==> src/rtl/lstm_pkg.sv <==
// Shared types and fixed-point helpers for the LSTM cell-update datapath.
// Macro LSTM_SATURATE_EN: defined -> sat() clamps; undefined -> sat() wraps (two's complement).
package lstm_pkg;

  localparam int unsigned DWIDTH_DEFAULT = 16;
  localparam int unsigned FRAC_DEFAULT   = 8;
  localparam int unsigned WIDE           = 2 * DWIDTH_DEFAULT;

  typedef enum logic [2:0] {
    StClear,
    StIdle,
    StMul,
    StSum,
    StTanh,
    StHmul,
    StOut
  } state_e;

  function automatic logic [DWIDTH_DEFAULT-1:0] sat(input logic signed [WIDE-1:0] v);
`ifdef LSTM_SATURATE_EN
    logic signed [WIDE-1:0] hi;
    logic signed [WIDE-1:0] lo;
    hi = {{(WIDE - DWIDTH_DEFAULT + 1){1'b0}}, {(DWIDTH_DEFAULT - 1){1'b1}}};
    lo = ~hi;
    if (v > hi) return hi[DWIDTH_DEFAULT-1:0];
    if (v < lo) return lo[DWIDTH_DEFAULT-1:0];
`endif
    return v[DWIDTH_DEFAULT-1:0];
  endfunction

  // Full-precision product, floor shift back to the Q format, then sat.
  function automatic logic [DWIDTH_DEFAULT-1:0] fmul(input logic signed [DWIDTH_DEFAULT-1:0] x,
                                                     input logic signed [DWIDTH_DEFAULT-1:0] y);
    logic signed [WIDE-1:0] p;
    p = WIDE'(x) * WIDE'(y);
    return sat(p >>> FRAC_DEFAULT);
  endfunction

  function automatic logic [DWIDTH_DEFAULT-1:0] add_sat(
      input logic signed [DWIDTH_DEFAULT-1:0] x,
      input logic signed [DWIDTH_DEFAULT-1:0] y);
    logic signed [DWIDTH_DEFAULT:0] s;
    s = {x[DWIDTH_DEFAULT-1], x} + {y[DWIDTH_DEFAULT-1], y};
    return sat({{(WIDE - DWIDTH_DEFAULT - 1){s[DWIDTH_DEFAULT]}}, s});
  endfunction

endpackage

==> src/rtl/cell_mem.sv <==
// Cell-state register array: synchronous write, combinational read.
// Addresses at or beyond UNITS read as zero and ignore writes.
module cell_mem #(
  parameter int unsigned UNITS  = 64,
  parameter int unsigned UWIDTH = $clog2(UNITS),
  parameter int unsigned DWIDTH = 16
) (
  input  logic              clk,
  input  logic              we,
  input  logic [UWIDTH-1:0] addr,
  input  logic [DWIDTH-1:0] wdata,
  output logic [DWIDTH-1:0] rdata
);

  localparam logic [UWIDTH:0] UNITS_W = (UWIDTH + 1)'(UNITS);

  logic [DWIDTH-1:0] mem [UNITS];
  logic              in_range;

  assign in_range = {1'b0, addr} < UNITS_W;

  always_ff @(posedge clk) begin
    if (we && in_range) mem[addr] <= wdata;
  end

  assign rdata = in_range ? mem[addr] : '0;

endmodule

==> src/rtl/cell_update.sv <==
// LSTM cell update: c_new = i*a + f*c_prev, h = o*tanh(c_new), one unit in flight.
// Saturating arithmetic is selected with LSTM_SATURATE_EN (see lstm_pkg).
module cell_update
  import lstm_pkg::*;
#(
  parameter int unsigned DWIDTH = DWIDTH_DEFAULT,
  parameter int unsigned FRAC   = FRAC_DEFAULT,
  parameter int unsigned UNITS  = 64,
  parameter int unsigned UWIDTH = $clog2(UNITS)
) (
  input  logic              clk,
  input  logic              xrst,
  input  logic              clear,
  input  logic              in_valid,
  output logic              in_ready,
  input  logic [UWIDTH-1:0] in_unit,
  input  logic [DWIDTH-1:0] gate_a,
  input  logic [DWIDTH-1:0] gate_i,
  input  logic [DWIDTH-1:0] gate_f,
  input  logic [DWIDTH-1:0] gate_o,
  output logic              tanh_req_valid,
  output logic [DWIDTH-1:0] tanh_arg,
  input  logic              tanh_ret_valid,
  input  logic [DWIDTH-1:0] tanh_ret,
  output logic              out_valid,
  input  logic              out_ready,
  output logic [UWIDTH-1:0] out_unit,
  output logic [DWIDTH-1:0] out_h,
  output logic [DWIDTH-1:0] out_c
);

  state_e state_q, state_d;

  logic [UWIDTH-1:0] clr_idx_q;
  logic [UWIDTH-1:0] unit_q;
  logic [DWIDTH-1:0] a_q, i_q, f_q, o_q, cprev_q;
  logic [DWIDTH-1:0] p1_q, p2_q, c_q, tret_q;
  logic [DWIDTH-1:0] out_h_q, out_c_q;
  logic [UWIDTH-1:0] out_unit_q;

  logic              clr_last;
  logic              accept;
  logic [DWIDTH-1:0] c_sum;

  logic              mem_we;
  logic [UWIDTH-1:0] mem_addr;
  logic [DWIDTH-1:0] mem_wdata;
  logic [DWIDTH-1:0] mem_rdata;

  assign clr_last = clr_idx_q == UWIDTH'(UNITS - 1);
  assign accept   = (state_q == StIdle) && !clear && in_valid;
  assign c_sum    = add_sat(p1_q, p2_q);

  always_comb begin
    state_d = state_q;
    unique case (state_q)
      StClear: if (clr_last) state_d = StIdle;
      StIdle: begin
        if (clear)         state_d = StClear;
        else if (in_valid) state_d = StMul;
      end
      StMul:   state_d = StSum;
      StSum:   state_d = StTanh;
      StTanh:  if (tanh_ret_valid) state_d = StHmul;
      StHmul:  state_d = StOut;
      StOut:   if (out_ready) state_d = StIdle;
      default: state_d = StClear;
    endcase
  end

  // One address port shared by the clear sweep, the c_new write and the c_prev read.
  always_comb begin
    mem_we    = 1'b0;
    mem_addr  = in_unit;
    mem_wdata = c_sum;
    if (state_q == StClear) begin
      mem_we    = 1'b1;
      mem_addr  = clr_idx_q;
      mem_wdata = '0;
    end else if (state_q == StSum) begin
      mem_we   = 1'b1;
      mem_addr = unit_q;
    end
  end

  cell_mem #(
    .UNITS  (UNITS),
    .UWIDTH (UWIDTH),
    .DWIDTH (DWIDTH)
  ) u_cell_mem (
    .clk   (clk),
    .we    (mem_we),
    .addr  (mem_addr),
    .wdata (mem_wdata),
    .rdata (mem_rdata)
  );

  always_ff @(posedge clk or posedge xrst) begin
    if (xrst) begin
      state_q <= StClear;
    end else begin
      state_q <= state_d;
    end
  end

  always_ff @(posedge clk or posedge xrst) begin
    if (xrst) begin
      clr_idx_q  <= '0;
      unit_q     <= '0;
      a_q        <= '0;
      i_q        <= '0;
      f_q        <= '0;
      o_q        <= '0;
      cprev_q    <= '0;
      p1_q       <= '0;
      p2_q       <= '0;
      c_q        <= '0;
      tret_q     <= '0;
      out_h_q    <= '0;
      out_c_q    <= '0;
      out_unit_q <= '0;
    end else begin
      clr_idx_q <= ((state_q == StClear) && !clr_last) ? clr_idx_q + 1'b1 : '0;
      if (accept) begin
        unit_q  <= in_unit;
        a_q     <= gate_a;
        i_q     <= gate_i;
        f_q     <= gate_f;
        o_q     <= gate_o;
        cprev_q <= mem_rdata;
      end
      if (state_q == StMul) begin
        p1_q <= fmul(i_q, a_q);
        p2_q <= fmul(f_q, cprev_q);
      end
      if (state_q == StSum) c_q <= c_sum;
      if ((state_q == StTanh) && tanh_ret_valid) tret_q <= tanh_ret;
      // Result registers load once per bundle so they stay put after out_valid drops.
      if (state_q == StHmul) begin
        out_h_q    <= fmul(o_q, tret_q);
        out_c_q    <= c_q;
        out_unit_q <= unit_q;
      end
    end
  end

  assign in_ready       = (state_q == StIdle) && !clear;
  assign tanh_req_valid = state_q == StTanh;
  assign tanh_arg       = c_q;
  assign out_valid      = state_q == StOut;
  assign out_h          = out_h_q;
  assign out_c          = out_c_q;
  assign out_unit       = out_unit_q;

endmodule

==> config.mk <==
export PLATFORM = sky130hd
export DESIGN_NAME = cell_update
export DESIGN_NICKNAME = d
export VERILOG_FILES = /design/src/rtl/lstm_pkg.sv /design/src/rtl/cell_mem.sv /design/src/rtl/cell_update.sv
export SDC_FILE = /design/constraint.sdc
export NUM_CORES = 2
export LEC_CHECK = 0
export CAP_MARGIN = 20
export CORE_ASPECT_RATIO = 1.4
export CORE_MARGIN = 5
export CORE_UTILIZATION = 65
export CTS_CLUSTER_SIZE = 10
export DETAILED_ROUTE_END_ITERATION = 8
export HOLD_SLACK_MARGIN = 0.08
export PLACE_DENSITY = 0.82
export SYNTH_ARGS = -nofsm -noshare
export SYNTH_HDL_FRONTEND = slang
export SYNTH_SLANG_ARGS = --single-unit
==> constraint.sdc <==
create_clock -name clk -period 13.8 [get_ports clk]
set_clock_uncertainty 0.2 [all_clocks]
set_input_delay 1.38 -clock clk [delete_from_list [all_inputs] [get_ports clk]]
set_output_delay 1.38 -clock clk [all_outputs]
set_load 0.05 [all_outputs]
==> results.sh <==
export IMPL_track_usage_pct=36.6
export IMPL_die_width_um=286
export IMPL_clk_latency_ps=780
export IMPL_layout_filler_cells=6626
export IMPL_crit_path_max_fanout=17
export IMPL_reg_area_sq_mm=0.0357
export IMPL_cp_data_arrival_time_ps=7170
export IMPL_setup_viol_count_final=0
export IMPL_cts_setup_buffers=0
export IMPL_clkSinkCount=1221
export IMPL_synth_edf_count=1024
export IMPL_finalHoldViolCount=0
export IMPL_dr_iter_0_viols=6841
export IMPL_timing_max_slew_rel_slack_pct=8.89
export IMPL_finalWorstPathRequiredPeriod_ps=6740
export IMPL_portBuffers=148
export IMPL_grt_first_pass_wirelength_mm=308
export IMPL_unrepaired_setup_endpoints_after_global_routing="false"
export IMPL_floorplan_initialDensity_pct=65.4
export IMPL_dr_pass1_iters=9
export IMPL_globalRouteMet3Util_pct=11.7
export IMPL_ctsRootBufferMaster="clkbuf_16"
export IMPL_hold_path_class="register to register"
export IMPL_final_cells=7285
export IMPL_final_clock_period_utilization_by_the_worst_path_pct=48.8
export IMPL_max_freq_mhz=148
export IMPL_grt_antenna_before_repair=14
export IMPL_cts_resized_gates=0
export IMPL_critPathKind="register to register"
export IMPL_ys_dominant_reg_cell="edfxtp_1"
export IMPL_multi_input_area_sq_mm=0.0297
export IMPL_cts_tree="yes"
export IMPL_crit_top_cell="fa_1"
export IMPL_grt_use_met1_pct=41.5
export IMPL_setup_tns_ps=0
export IMPL_synth_seq_area_share_pct=51.6
export IMPL_gate_count_of_the_mapped_netlist=5710
export IMPL_cts_buffers_inserted=143
export IMPL_finalCoreUtilization_pct=72.6
export IMPL_number_of_top_level_design_ports=149
export IMPL_layout_area_overhead_vs_synth_pct=11.0
export IMPL_detail_route_wl_per_cell_um=28.1
export IMPL_yosys_warnings=0
export IMPL_route_antenna_remaining_nets=0
export IMPL_layout_drive_gt1_share_pct=7.76
export IMPL_worst_path_dominant_cell_family="adder cells"
export IMPL_crit_slowest_cell="dfrtp_1"
export IMPL_gr_max_usage_layer="met2"
export IMPL_yosysUniqueCellTypes=70
export IMPL_finalWeightedCongestion=1.01
export IMPL_grt_overflow_total=0
export IMPL_maxCapViolCount=0
export IMPL_via_count_of_the_first_global_routing_pass=50200
export IMPL_worstMarginPinSlew_ps=1370
export IMPL_syn_area_sq_mm=0.0691
export IMPL_grt_util_met2_pct=58.4
export IMPL_floorplan_rows=141
export IMPL_cp_max_stage_delay_ps=770
export IMPL_fraction_of_registers_with_async_set_reset_pct=16.1
export IMPL_critical_path_endpoint_type="register"
export IMPL_synthesis_area_per_instance_sq_um=12.1
export IMPL_viasPerCell=6.62
export IMPL_run_status="complete, but fails checks"
export IMPL_critical_path_cell_chain="nand2_1 -> fa_1 -> fa_1 -> fa_1 -> fa_1 -> inv_1 -> fa_1 -> inv_1 -> fa_1 -> inv_1 -> ha_1 -> a21oi_1 -> nand2_1 -> o221ai_1 -> a21oi_1 -> or3_1 -> a41oi_1 -> xnor2_1 -> o21ai_0"
export IMPL_dp_final_hpwl_mm=133
export IMPL_postSynthNetCount=6587
export IMPL_timing_critical_path_from_type="register"
export IMPL_total_via_count_in_the_routed_design=48200
export IMPL_failed_checks="design-rule violations"
export IMPL_number_of_buffers_on_the_longest_clock_path=3
export IMPL_cp_required_ps=14230
export IMPL_hold_buffers=0
export IMPL_fp_dieH_um=396
export IMPL_drc_errors=2
export IMPL_die_area_sq_mm=0.113
export IMPL_report_final_slew_viol_count=0
export IMPL_grt_max_degree=133
export IMPL_net_count_reported_at_finish=6731
export IMPL_post_place_cells=7063
export IMPL_postRouteWirelength_mm=205
export IMPL_synth_seq_cells=1221
export IMPL_cts_htree_levels=4
export IMPL_worst_setup_hold_path_clk_slew_ps=60
export IMPL_core_sq_mm=0.106
export IMPL_path_buf_inv=3
[cells in the mapped netlist, types with 6 or more instances]
cell type  number  area share (%)
xor2_1         38            0.48
a22oi_1       178             1.9
or3_1           8           0.072
a311oi_1       14            0.18
buf_2          66            0.48
nor3_1         39            0.28
nand2b_1       11            0.10
a211oi_1       38            0.41
fa_1          559              16
and3_1         22            0.20
o21bai_1       10            0.11
nor2b_1         6           0.054
o21ai_1         6           0.043
nor4_1         10           0.090
a41oi_1        27            0.34
and2_1        355             3.2
o21ai_0       102            0.74
a31oi_1        53            0.48
a221oi_1       47            0.60
mux2i_1        36            0.52
nand2_1       894             4.9
nor2_1        168            0.91
o21a_1         16            0.17
mux2_2         85             1.4
clkbuf_1      197             1.1
a221o_1        20            0.29
dfrtp_1       197             7.1
a21o_1         11            0.12
o31ai_1        10            0.11
nand4_1         7           0.063
nand3_1        74            0.54
o22ai_1        15            0.14
o221ai_1       11            0.14
xnor2_1        87             1.1
inv_1         742             4.0
a222oi_1       18            0.26
a22o_1         20            0.25
a32oi_1        16            0.20
o2bb2ai_1      13            0.16
buf_1          30            0.16
a21oi_1       143             1.0
nor3_2          6           0.087
edfxtp_1     1024              44
ha_1          226             4.1
[placed cells by master, fill, tap and decap left out, types with 87 or more instances in the layout]
cell type	Yosys	layout
a21oi_1	143	143
a22oi_1	178	178
and2_1	355	350
buf_4	1	142
clkbuf_16	0	146
clkdlybuf4s50_1	0	148
dfrtp_1	197	197
edfxtp_1	1024	1024
fa_1	559	559
ha_1	226	226
inv_1	742	741
nand2_1	894	891
nor2_1	168	147
o21ai_0	102	101
xnor2_1	87	87
[metrics by stage]
stage	hold WS [ps]	instance area [sq um]	setup WS [ps]
after detailed placement	267	72500	7060
after floorplan	254	69100	6850
after CTS	279	76600	7050
after global placement	262	72400	7140
after global routing	312	76700	6760
final	278	76700	7060
[kinds of logic after synthesis]
family	count (synthesis)	synth area share, %
AND/OR/NAND/NOR	1612	10.6
flip-flops	1221	51.6
buffers and inverters	1040	5.79
AO/OA/AOI/OAI	802	8.16
adder cells (fa/ha/maj)	785	20.3
XOR/XNOR	125	1.58
multiplexers	125	2.00
[final timing paths]
kind	start	to	slack (ps)	cells after the start
min	out_h[2]	out_h[2]	280	2
max	tret_q[1]	out_h[15]	7060	19
min reg2reg	out_h[2]	out_h[2]	280	2
max reg2reg	tret_q[1]	out_h[15]	7060	19
min in group asynchronous	xrst	out_h[7]	840	2
max in group asynchronous	xrst	out_c[12]	10870	4
[cell type report]
class / instances / area share, %
Sequential cell: 1221 / 46.5
Multi-Input combinational cell: 3449 / 38.8
Clock buffer: 188 / 4.97
Inverter: 744 / 3.65
Timing Repair Buffer: 295 / 3.42
Tap cell: 1358 / 2.21
Clock inverter: 20 / 0.455
Antenna cell: 10 / 0.0326
[worst register-to-register path, stage by stage, from the launching register on]
cell,delay (ps)
dfrtp_1,770
nand2_1,210
fa_1,550
fa_1,500
fa_1,520
fa_1,550
inv_1,50
fa_1,470
inv_1,50
fa_1,470
inv_1,40
ha_1,310
a21oi_1,180
nand2_1,70
o221ai_1,400
a21oi_1,290
or3_1,480
a41oi_1,270
xnor2_1,140
o21ai_0,100
[flip-flops by register name, summed over array words and instances (netlist names), 6 cells and up]
signal	count
a_q	16
clr_idx_q	6
cprev_q	16
f_q	16
i_q	16
o_q	16
out_c	16
out_h	16
out_unit	6
p1_q	16
p2_q	16
tanh_arg	16
tret_q	16
u_cell_mem.mem	1024
unit_q	6
[per-layer routing]
layer  part of all wire (%)  wire [um]
met1                     31      63300
met2                     48      97300
met3                     12      24600
met4                    9.3      19100
met5                  0.086        175
Power is not shown: default switching activity piles up to over one toggle a cycle in this logic, so the estimate is an artifact.
